## config.mk

```make
export PLATFORM = sky130hd
export DESIGN_NAME = video_in_frame_sequencer_flat
export DESIGN_NICKNAME = d
export VERILOG_FILES = /design/src/rtl/video_in_frame_sequencer_if.sv /design/src/rtl/video_in_frame_sequencer.sv /design/src/flat_wrapper.sv
export SDC_FILE = /design/constraint.sdc
export NUM_CORES = 1
export LEC_CHECK = 0
export ABC_CLOCK_PERIOD_IN_PS = 2200
export BUFFER_PORTS_ARGS = -buffer_cell sky130_fd_sc_hd__buf_2
export CAP_MARGIN = 20
export CORE_MARGIN = 1.5
export CORE_UTILIZATION = 35
export DETAILED_ROUTE_END_ITERATION = 16
export PLACE_DENSITY = 0.69
export SKIP_CTS_REPAIR_TIMING = 1
export SYNTH_ARGS = -nofsm -noshare
export SYNTH_HDL_FRONTEND = slang
export SYNTH_SLANG_ARGS = --single-unit
```

## constraint.sdc

```tcl
create_clock -name sys_clk_clk -period 2.2 [get_ports sys_clk_clk]
set_input_delay 0.33 -clock sys_clk_clk [delete_from_list [all_inputs] [get_ports sys_clk_clk]]
set_output_delay 0.33 -clock sys_clk_clk [all_outputs]
set_load 0.1 [all_outputs]
```

## src/rtl/video_in_frame_sequencer_if.sv

```systemverilog
// Bus bundle between the frame sequencer, the video-in DMA control slave and the frame consumer.
// ctrl_*: Avalon-MM, one-cycle read/write strobes, ctrl_readdata valid the cycle after ctrl_read.
// frame_*: a frame transfers on any edge where frame_valid && frame_ready; while valid is high and
// ready is low, frame_valid and frame_addr hold unless a newer frame replaces the pending one.
interface video_in_frame_sequencer_if;
  logic [1:0]  ctrl_address;
  logic        ctrl_read;
  logic        ctrl_write;
  logic [31:0] ctrl_writedata;
  logic [3:0]  ctrl_byteenable;
  logic [31:0] ctrl_readdata;
  logic        frame_valid;
  logic [31:0] frame_addr;
  logic        frame_ready;

  modport master (
    output ctrl_address, ctrl_read, ctrl_write, ctrl_writedata, ctrl_byteenable,
    input  ctrl_readdata,
    output frame_valid, frame_addr,
    input  frame_ready
  );

  modport slave (
    input  ctrl_address, ctrl_read, ctrl_write, ctrl_writedata, ctrl_byteenable,
    output ctrl_readdata,
    input  frame_valid, frame_addr,
    output frame_ready
  );
endinterface

```

## src/rtl/video_in_frame_sequencer.sv

```systemverilog
// N-buffer capture sequencer: programs the DMA back buffer, requests a swap, polls for completion
// and publishes each completed frame address to a downstream consumer.
module video_in_frame_sequencer #(
  parameter int          NUM_BUF      = 3,
  parameter logic [31:0] BUF_BASE     = 32'h0800_0000,
  parameter logic [31:0] BUF_STRIDE   = 32'h0002_5800,
  parameter int          POLL_GAP     = 16,
  parameter int          POLL_TIMEOUT = 2_000_000
) (
  input  logic                         sys_clk_clk,
  input  logic                         sys_reset_reset_n,
  input  logic                         enable,
  video_in_frame_sequencer_if.master   bus,
  output logic [15:0]                  frames_dropped,
  output logic                         timeout_err,
  output logic                         busy,
  output logic [2:0]                   state_dbg
);

  localparam int IDX_W = $clog2(NUM_BUF);
  localparam int TO_W  = $clog2(POLL_TIMEOUT + 1);

  typedef enum logic [2:0] {
    IDLE    = 3'd0,
    WR_BACK = 3'd1,
    WR_SWAP = 3'd2,
    GAP     = 3'd3,
    RD      = 3'd4,
    SAMPLE  = 3'd5,
    DONE    = 3'd6
  } state_t;

  state_t           state, state_nxt;
  logic [IDX_W-1:0] cur, nxt_idx;
  logic             primed;
  logic [7:0]       gap_cnt;
  logic [TO_W-1:0]  to_cnt;
  logic             frame_valid_q;
  logic [31:0]      frame_addr_q;

  logic gap_done, timed_out, pending, publish, accept;

  function automatic logic [31:0] addr_of(input logic [IDX_W-1:0] idx);
    return BUF_BASE + BUF_STRIDE * 32'(idx);
  endfunction

  assign nxt_idx   = (cur == IDX_W'(NUM_BUF - 1)) ? '0 : cur + IDX_W'(1);
  assign gap_done  = (gap_cnt == 8'(POLL_GAP - 1));
  assign timed_out = (to_cnt >= TO_W'(POLL_TIMEOUT));
  assign pending   = bus.ctrl_readdata[0];
  assign publish   = (state == DONE) && primed;
  assign accept    = frame_valid_q && bus.frame_ready;

  always_ff @(posedge sys_clk_clk or negedge sys_reset_reset_n) begin
    if (!sys_reset_reset_n) state <= IDLE;
    else                    state <= state_nxt;
  end

  always_comb begin
    state_nxt = state;
    case (state)
      IDLE:    if (enable && !timeout_err) state_nxt = WR_BACK;
      WR_BACK: state_nxt = WR_SWAP;
      WR_SWAP: state_nxt = GAP;
      GAP:     if (gap_done) state_nxt = RD;
      RD:      state_nxt = SAMPLE;
      SAMPLE: begin
        if (!pending)       state_nxt = DONE;
        else if (timed_out) state_nxt = IDLE;
        else if (!enable)   state_nxt = IDLE;
        else                state_nxt = GAP;
      end
      DONE:    state_nxt = enable ? WR_BACK : IDLE;
      default: state_nxt = IDLE;
    endcase
  end

  // Strobes decode straight from the state register so a reset drops them in the same cycle.
  always_comb begin
    bus.ctrl_address   = 2'd0;
    bus.ctrl_read      = 1'b0;
    bus.ctrl_write     = 1'b0;
    bus.ctrl_writedata = 32'd0;
    case (state)
      WR_BACK: begin
        bus.ctrl_write     = 1'b1;
        bus.ctrl_address   = 2'd1;
        bus.ctrl_writedata = addr_of(nxt_idx);
      end
      WR_SWAP: begin
        bus.ctrl_write   = 1'b1;
        bus.ctrl_address = 2'd0;
      end
      RD: begin
        bus.ctrl_read    = 1'b1;
        bus.ctrl_address = 2'd3;
      end
      default: ;
    endcase
  end

  assign bus.ctrl_byteenable = 4'hF;
  assign bus.frame_valid     = frame_valid_q;
  assign bus.frame_addr      = frame_addr_q;
  assign busy                = (state != IDLE);
  assign state_dbg           = state;

  always_ff @(posedge sys_clk_clk or negedge sys_reset_reset_n) begin
    if (!sys_reset_reset_n) begin
      cur     <= '0;
      primed  <= 1'b0;
      gap_cnt <= 8'd0;
      to_cnt  <= '0;
    end else begin
      gap_cnt <= (state == GAP) ? gap_cnt + 8'd1 : 8'd0;
      if (state == WR_SWAP)
        to_cnt <= '0;
      else if ((state == GAP || state == RD || state == SAMPLE) && !timed_out)
        to_cnt <= to_cnt + TO_W'(1);
      // Any pass through IDLE invalidates the buffer the DMA was filling.
      if (state == IDLE) primed <= 1'b0;
      if (state == DONE) begin
        primed <= enable;
        cur    <= nxt_idx;
      end
    end
  end

  always_ff @(posedge sys_clk_clk or negedge sys_reset_reset_n) begin
    if (!sys_reset_reset_n) begin
      timeout_err <= 1'b0;
    end else if (state == SAMPLE && pending && timed_out) begin
      timeout_err <= 1'b1;
    end else if (!enable) begin
      timeout_err <= 1'b0;
    end
  end

  // An unaccepted pending frame is replaced by the newer one and counted as dropped.
  always_ff @(posedge sys_clk_clk or negedge sys_reset_reset_n) begin
    if (!sys_reset_reset_n) begin
      frame_valid_q  <= 1'b0;
      frame_addr_q   <= 32'd0;
      frames_dropped <= 16'd0;
    end else if (publish) begin
      frame_valid_q <= 1'b1;
      frame_addr_q  <= addr_of(cur);
      if (frame_valid_q && !bus.frame_ready && frames_dropped != 16'hFFFF)
        frames_dropped <= frames_dropped + 16'd1;
    end else if (accept) begin
      frame_valid_q <= 1'b0;
    end
  end

endmodule
```

## src/flat_wrapper.sv

```systemverilog
// flat-port wrapper written by rule: the top's interface ports become plain ports
module video_in_frame_sequencer_flat 
#(
  parameter int          NUM_BUF      = 3,
  parameter logic [31:0] BUF_BASE     = 32'h0800_0000,
  parameter logic [31:0] BUF_STRIDE   = 32'h0002_5800,
  parameter int          POLL_GAP     = 16,
  parameter int          POLL_TIMEOUT = 2_000_000
)
  (sys_clk_clk, sys_reset_reset_n, enable, frames_dropped, timeout_err, busy, state_dbg, bus_ctrl_address, bus_ctrl_read, bus_ctrl_write, bus_ctrl_writedata, bus_ctrl_byteenable, bus_ctrl_readdata, bus_frame_valid, bus_frame_addr, bus_frame_ready);
  video_in_frame_sequencer_if bus_i ();
  input  logic sys_clk_clk;
  input  logic sys_reset_reset_n;
  input  logic enable;
  output logic [15:0] frames_dropped;
  output logic timeout_err;
  output logic busy;
  output logic [2:0] state_dbg;
  output wire logic [$bits(bus_i.ctrl_address)-1:0] bus_ctrl_address;
  output wire logic [$bits(bus_i.ctrl_read)-1:0] bus_ctrl_read;
  output wire logic [$bits(bus_i.ctrl_write)-1:0] bus_ctrl_write;
  output wire logic [$bits(bus_i.ctrl_writedata)-1:0] bus_ctrl_writedata;
  output wire logic [$bits(bus_i.ctrl_byteenable)-1:0] bus_ctrl_byteenable;
  input wire logic [$bits(bus_i.ctrl_readdata)-1:0] bus_ctrl_readdata;
  output wire logic [$bits(bus_i.frame_valid)-1:0] bus_frame_valid;
  output wire logic [$bits(bus_i.frame_addr)-1:0] bus_frame_addr;
  input wire logic [$bits(bus_i.frame_ready)-1:0] bus_frame_ready;
  assign bus_ctrl_address = bus_i.ctrl_address;
  assign bus_ctrl_read = bus_i.ctrl_read;
  assign bus_ctrl_write = bus_i.ctrl_write;
  assign bus_ctrl_writedata = bus_i.ctrl_writedata;
  assign bus_ctrl_byteenable = bus_i.ctrl_byteenable;
  assign bus_i.ctrl_readdata = bus_ctrl_readdata;
  assign bus_frame_valid = bus_i.frame_valid;
  assign bus_frame_addr = bus_i.frame_addr;
  assign bus_i.frame_ready = bus_frame_ready;
  video_in_frame_sequencer #(.NUM_BUF(NUM_BUF), .BUF_BASE(BUF_BASE), .BUF_STRIDE(BUF_STRIDE), .POLL_GAP(POLL_GAP), .POLL_TIMEOUT(POLL_TIMEOUT)) u_core (.sys_clk_clk(sys_clk_clk), .sys_reset_reset_n(sys_reset_reset_n), .enable(enable), .bus(bus_i), .frames_dropped(frames_dropped), .timeout_err(timeout_err), .busy(busy), .state_dbg(state_dbg));
endmodule
```

# --- Word-level counts from Yosys, hierarchy flattened ---
# Cells that the tools add are included.
word_totals:
  word_cells: 72
  latch_bits: 0
  register_bits: 85
  out_inout_bits: 94
  mem_count: 0
  ram_bits: 0
  mem_bits_ro: 0
op_classes:
  magnitude_cmp: 1
  bitwise_logic: 0
  shift: 0
  muxes: 21
  mul: 2
  reduce_logical: 21
  eq_ne: 12
  addsub: 6
  div_mod_pow: 0
ops:
  columns: ["op", "count"]
  rows:
  - ["adder 28 x 20 -> 29 bit, first input constant", 2]
  - ["2-to-1 mux 21 bit", 2]
  - ["2-to-1 mux 32 bit", 1]
  - ["adder 21 x 1 -> 21 bit, second input constant", 1]
  - ["greater-or-equal comparator 21 bit, second input constant", 1]
  - ["case mux 3 bit (7 select lines)", 1]
  - ["multiplier 7 x 2 -> 9 bit, first input constant", 2]
  - ["adder 16 x 1 -> 16 bit, second input constant", 1]
  - ["!= test 16 bit, second input constant", 1]
  - ["2-to-1 mux 3 bit", 4]
  - ["== test 3 bit, second input constant", 3]
  - ["2-to-1 mux 1 bit", 9]
  - ["adder 8 x 1 -> 8 bit, second input constant", 1]
  - ["== test 8 x 4 -> 1 bit, second input constant", 1]
  - ["logical AND 1 bit", 8]
  - ["2-to-1 mux 8 bit", 1]
  - ["== test 3 x 2 -> 1 bit, second input constant", 2]
  - ["!= test 2 x 1 -> 1 bit, second input constant", 3]
  - ["nonzero test 2 bit", 3]
  - ["2-to-1 mux 2 bit", 2]
  - ["case mux 2 bit (2 select lines)", 1]
  - ["AND reduction 2 bit", 2]
  - ["== test 3 x 1 -> 1 bit, second input constant", 1]
  - ["logical NOT 1 bit", 3]
  - ["other kinds (6)", 7]

# --- Depth between registers and ports, before layout ---
logic_depth:
  depth_word: 6
  mapped_depth: 8
  ltp_nobuf: 6

# --- Worst setup path before layout ---
# Ideal clock, no wire load.
synth_path:
  path_kind: "register -> output"
  start: "reg u_core.state[2], in the netlist u_core.state_dbg[2]"
  end: "out bus_ctrl_address[0]"
  slack_ns: -2.350
  arrival_time_ns: 4.220
  stages_incl_launch_ff: 4
  required_time_ns: 1.870
  path_cell_list: "dfrtp_1 > clkbuf_1 > nor3b_1 > or2_2"
synth_between:
  elab_chain_len: 2
  elab_cells_between_ends: 3
synth_rtl:
  columns: ["element", "line", "text"]
  rows:
  - ["from (decl)", "video_in_frame_sequencer.sv:33", "state_t state, state_nxt;"]
  - ["from (signal assigned)", "video_in_frame_sequencer.sv:56", "else state <= state_nxt;"]
  - ["== test 3 bit / == test 3 x 1 -> 1 bit (equally long branches)", "video_in_frame_sequencer.sv:84", "case (state)"]
  - ["case mux 2 bit (2 select lines) (*)", "video_in_frame_sequencer.sv:84", null]
  - ["to (decl)", "flat_wrapper.sv:19", "output wire logic [$bits(bus_i.ctrl_address)-1:0] bus_ctrl_address;"]
# Every way passes the cells marked *; elsewhere a longest branch is shown, timed or not.

# --- Worst setup path in the final report ---
layout_path:
  start: "reg u_core.to_cnt[7]"
  end: "reg u_core.to_cnt[12]"
layout_between:
  elab_chain_len: 4
  elab_cells_between_ends: 7
layout_rtl:
  columns: ["element", "line", "text"]
  rows:
  - ["from (decl)", "video_in_frame_sequencer.sv:37", "logic [TO_W-1:0] to_cnt;"]
  - ["from (signal assigned)", "video_in_frame_sequencer.sv:119", "to_cnt <= to_cnt + TO_W'(1);"]
  - ["greater-or-equal comparator 21 bit", "video_in_frame_sequencer.sv:49", "assign timed_out = (to_cnt >= TO_W'(POLL_TIMEOUT));"]
  - ["logical NOT 1 bit", "video_in_frame_sequencer.sv:118", "else if ((state == GAP || state == RD || state == SAMPLE) && !timed_out)"]
  - ["logical AND 1 bit", "video_in_frame_sequencer.sv:118", null]
  - ["nonzero test 2 bit (no source line)", null, null]
# Parallel ways exist; a longest one is shown, timed or not. The select of a mux whose other input is x is not followed.
# A chain may end at the register's enable or synchronous reset.

==> summary.md <==
| Metric | Value |
|---|---|
| CTS root buffer | `clkbuf_8` |
| Post-layout min period | `2.10 ns` |
| Crit path capture type | `flop` |
| Leakage | `2.07 nW` |
| GRT Util Overall | `13.7%` |
| Initial antenna violation count | `0` |
| Drt drc | `0` |
| Required time of the critical path | `2.47 ns` |
| CTS tree | `yes` |
| Reg2reg setup slack | `0.1 ns` |
| Final HPWL DP | `5.12 mm` |
| Total routed wirelength | `7.04 mm` |
| FF-to-FF path depth | `6` |
| Die H | `104 um` |
| DR vias | `2691` |
| Final hold viol count | `0` |
| Tcrit/Tclk final | `95.7%` |
| CTS buffer count | `9` |
| Util after Layout | `44.0%` |
| Chip Width | `104 um` |
| H-tree Lvls | `3` |
| Max VDD drop | `1.11 mV` |
| Most frequent cells in the layout | `conb_1 (50), dfrtp_1 (44), nand2_1 (38)` |
| CTS clk-pin slew, worst paths | `0.07 ns` |
| Post-synthesis sequential area ratio | `42.4%` |
| Mapped Area | `0.00354 mm^2` |
| Full die area | `0.0107 mm^2` |
| DRT Pass-1 Iters | `4` |
| Placed insts | `546` |
| CP Max Fanout | `5` |
| Worst-margin pin slew | `0.526 ns` |
| Relative slew slack | `64.9%` |
| Achievable Freq | `0.475 GHz` |
| Design Area, Final | `0.00430 mm^2` |
| Global-route wire length before repair | `12.2 mm` |
| Most used flip-flop cell after synthesis | `dfrtp_1` |
| Maxcap violations | `0` |
| Worst R2R End | `u_core.to_cnt[12]` |
| Antenna cells | `0` |
| Vias in the first global route | `2603` |
| Grt ovf | `0` |
| RSZ-0062 raised after global routing | `no` |
| Tot Pwr | `5.58 mW` |
| Final ANT Viol Nets | `0` |
| Port bufs | `48` |
| CORE AREA | `0.00977 mm^2` |
| Worst slack, placed | `0.0855 ns` |
| Initial detailed-routing violation count | `130` |
| Worst Path Arrival | `2.38 ns` |
| Pwr dens | `1300 mW/mm^2` |
| Hold Path Class | `input port to flop` |
| Yosys reg bits | `60` |
| IO Pins | `130` |
| Post-layout worst setup margin | `0.0954 ns` |
| CTS max path bufs | `2` |
| Nets | `473` |
| WHS | `0.286 ns` |
| Placed cell area | `0.00404 mm^2` |
| Status | `completed` |
| Final Max Slew Viols | `0` |
| Synthesized area per cell | `9.65 um^2` |
| Setup Skew | `0.00819 ns` |
| CTS sink cnt | `60` |
| Final std cells w/o fill | `564` |
| Area delta synth->final | `21.4%` |
| Setup violations, final | `0` |
| Endpoint, Worst Hold | `u_core.timeout_err` |
| Ys Warns | `0` |
| Hold Path Cell Cnt | `3` |
| Post-synthesis cell type count | `49` |
| Startpoint Class | `flop` |
| Row cnt | `36` |
| FF-to-FF Start | `u_core.to_cnt[7]` |
| Pin count of the biggest net entering global routing | `42` |
| Synth Instances | `367` |
| Post-synth EDFFs | `0` |
| Ratio of cells with drive above 1 in the final layout | `28.5%` |
| Starting Density | `36.2%` |
| Total negative setup slack | `0 ns` |
| WL/cell | `12.5 um` |
| Clock Latency Late Sink | `0.34 ns` |
| Hold_sp | `enable` |
| Via density | `4.77` |
| Gpl congestion | `0.803` |
| CP Class | `flop to flop` |
| Asr flop ratio synth | `100%` |
| Most common cell after layout, fill and taps aside | `conb_1` |
[synthesized netlist by cell type (all sizes together), types with 2 or more instances]
cell	number	share of area (%)
xor2	9	2.2
nor2b	3	0.53
nand3	14	2.0
a21o	2	0.42
a21oi	10	1.4
o31ai	4	0.85
and4	9	2.2
and3	13	2.3
o21a	3	0.64
buf	55	12
nor4	3	0.53
xnor2	12	3.0
ha	11	3.9
mux2i	5	1.4
nor3b	4	0.85
clkbuf	10	1.1
nand2	39	4.1
inv	10	1.1
o2111ai	2	0.67
conb	2	0.21
dfrtp	60	42
nand2b	3	0.53
o21ai	17	2.4
or4	6	1.4
mux2	7	2.2
nor2	14	1.5
a21boi	2	0.42
o211ai	7	2.0
nand4	12	2.3
or3	9	1.6
[registers in the layout (all words and copies together), names as in the netlist]
signal,cells
u_core.frames_dropped,16
u_core.bus.frame_addr,7
u_core.primed,1
u_core.state_dbg,3
u_core.gap_cnt,8
u_core.bus.frame_valid,1
u_core.to_cnt,21
u_core.timeout_err,1
u_core.cur,2
[report_power, final]
part / internal [mW] / switching, mW
Combinational: 0.795 / 2.25
Clock: 0.663 / 0.434
Sequential: 1.25 / 0.193
Total: 2.71 / 2.88
[kinds of logic (layout without fill, tap and decap cells)]
logic type | after synthesis | in the layout | share of synthesized area [%]
AOI/OAI and AO/OA | 52 | 52 | 10.0
muxes | 12 | 12 | 3.64
adders and majority gates | 11 | 11 | 3.89
buffers and inverters | 75 | 91 | 13.9
DFF | 60 | 60 | 42.4
other | 2 | 50 | 0.212
xor gates and xnor gates | 21 | 21 | 5.19
and+or+nand+nor | 134 | 134 | 20.8
[cell type report]
cell class | count | area, um^2
fill | 956 | 5470
sequential | 60 | 1530
inverter | 10 | 41.3
multi-input combinational | 280 | 1800
clock buffer | 11 | 141
timing repair buffer | 65 | 548
tap | 133 | 166
clock inverter | 5 | 75.1
[critical path: stages, from the launching register on]
cell,delay [ns]
dfrtp_1,0.41
or4_4,0.56
o211ai_4,0.19
buf_4,0.16
o2111ai_4,0.14
or4_4,0.44
a21oi_2,0.14
[how the worst max path moves through the flow]
stage / to / start / depth (start not counted)
3_3_place_gp: u_core.to_cnt[12] / u_core.to_cnt[7] / 6
5_1_grt: u_core.to_cnt[13] / u_core.to_cnt[7] / 6
3_5_place_dp: u_core.to_cnt[12] / u_core.to_cnt[7] / 6
4_1_cts: bus_ctrl_writedata[12] / u_core.cur[0] / 5
2_1_floorplan: bus_ctrl_address[0] / u_core.state_dbg[1] / 3
6_report: u_core.to_cnt[12] / u_core.to_cnt[7] / 6
[layer usage]
layer,vias to the layer above,wire [um],part of all wire (%),track usage [%]
met5,-,0,0,0
met4,0,62,0.88,3.87
met3,5,394,5.6,4.85
met2,72,3520,50,22.9
met1,1306,3070,44,16.8
li1,1308,-,-,-
(Power assumes the default switching activity.)
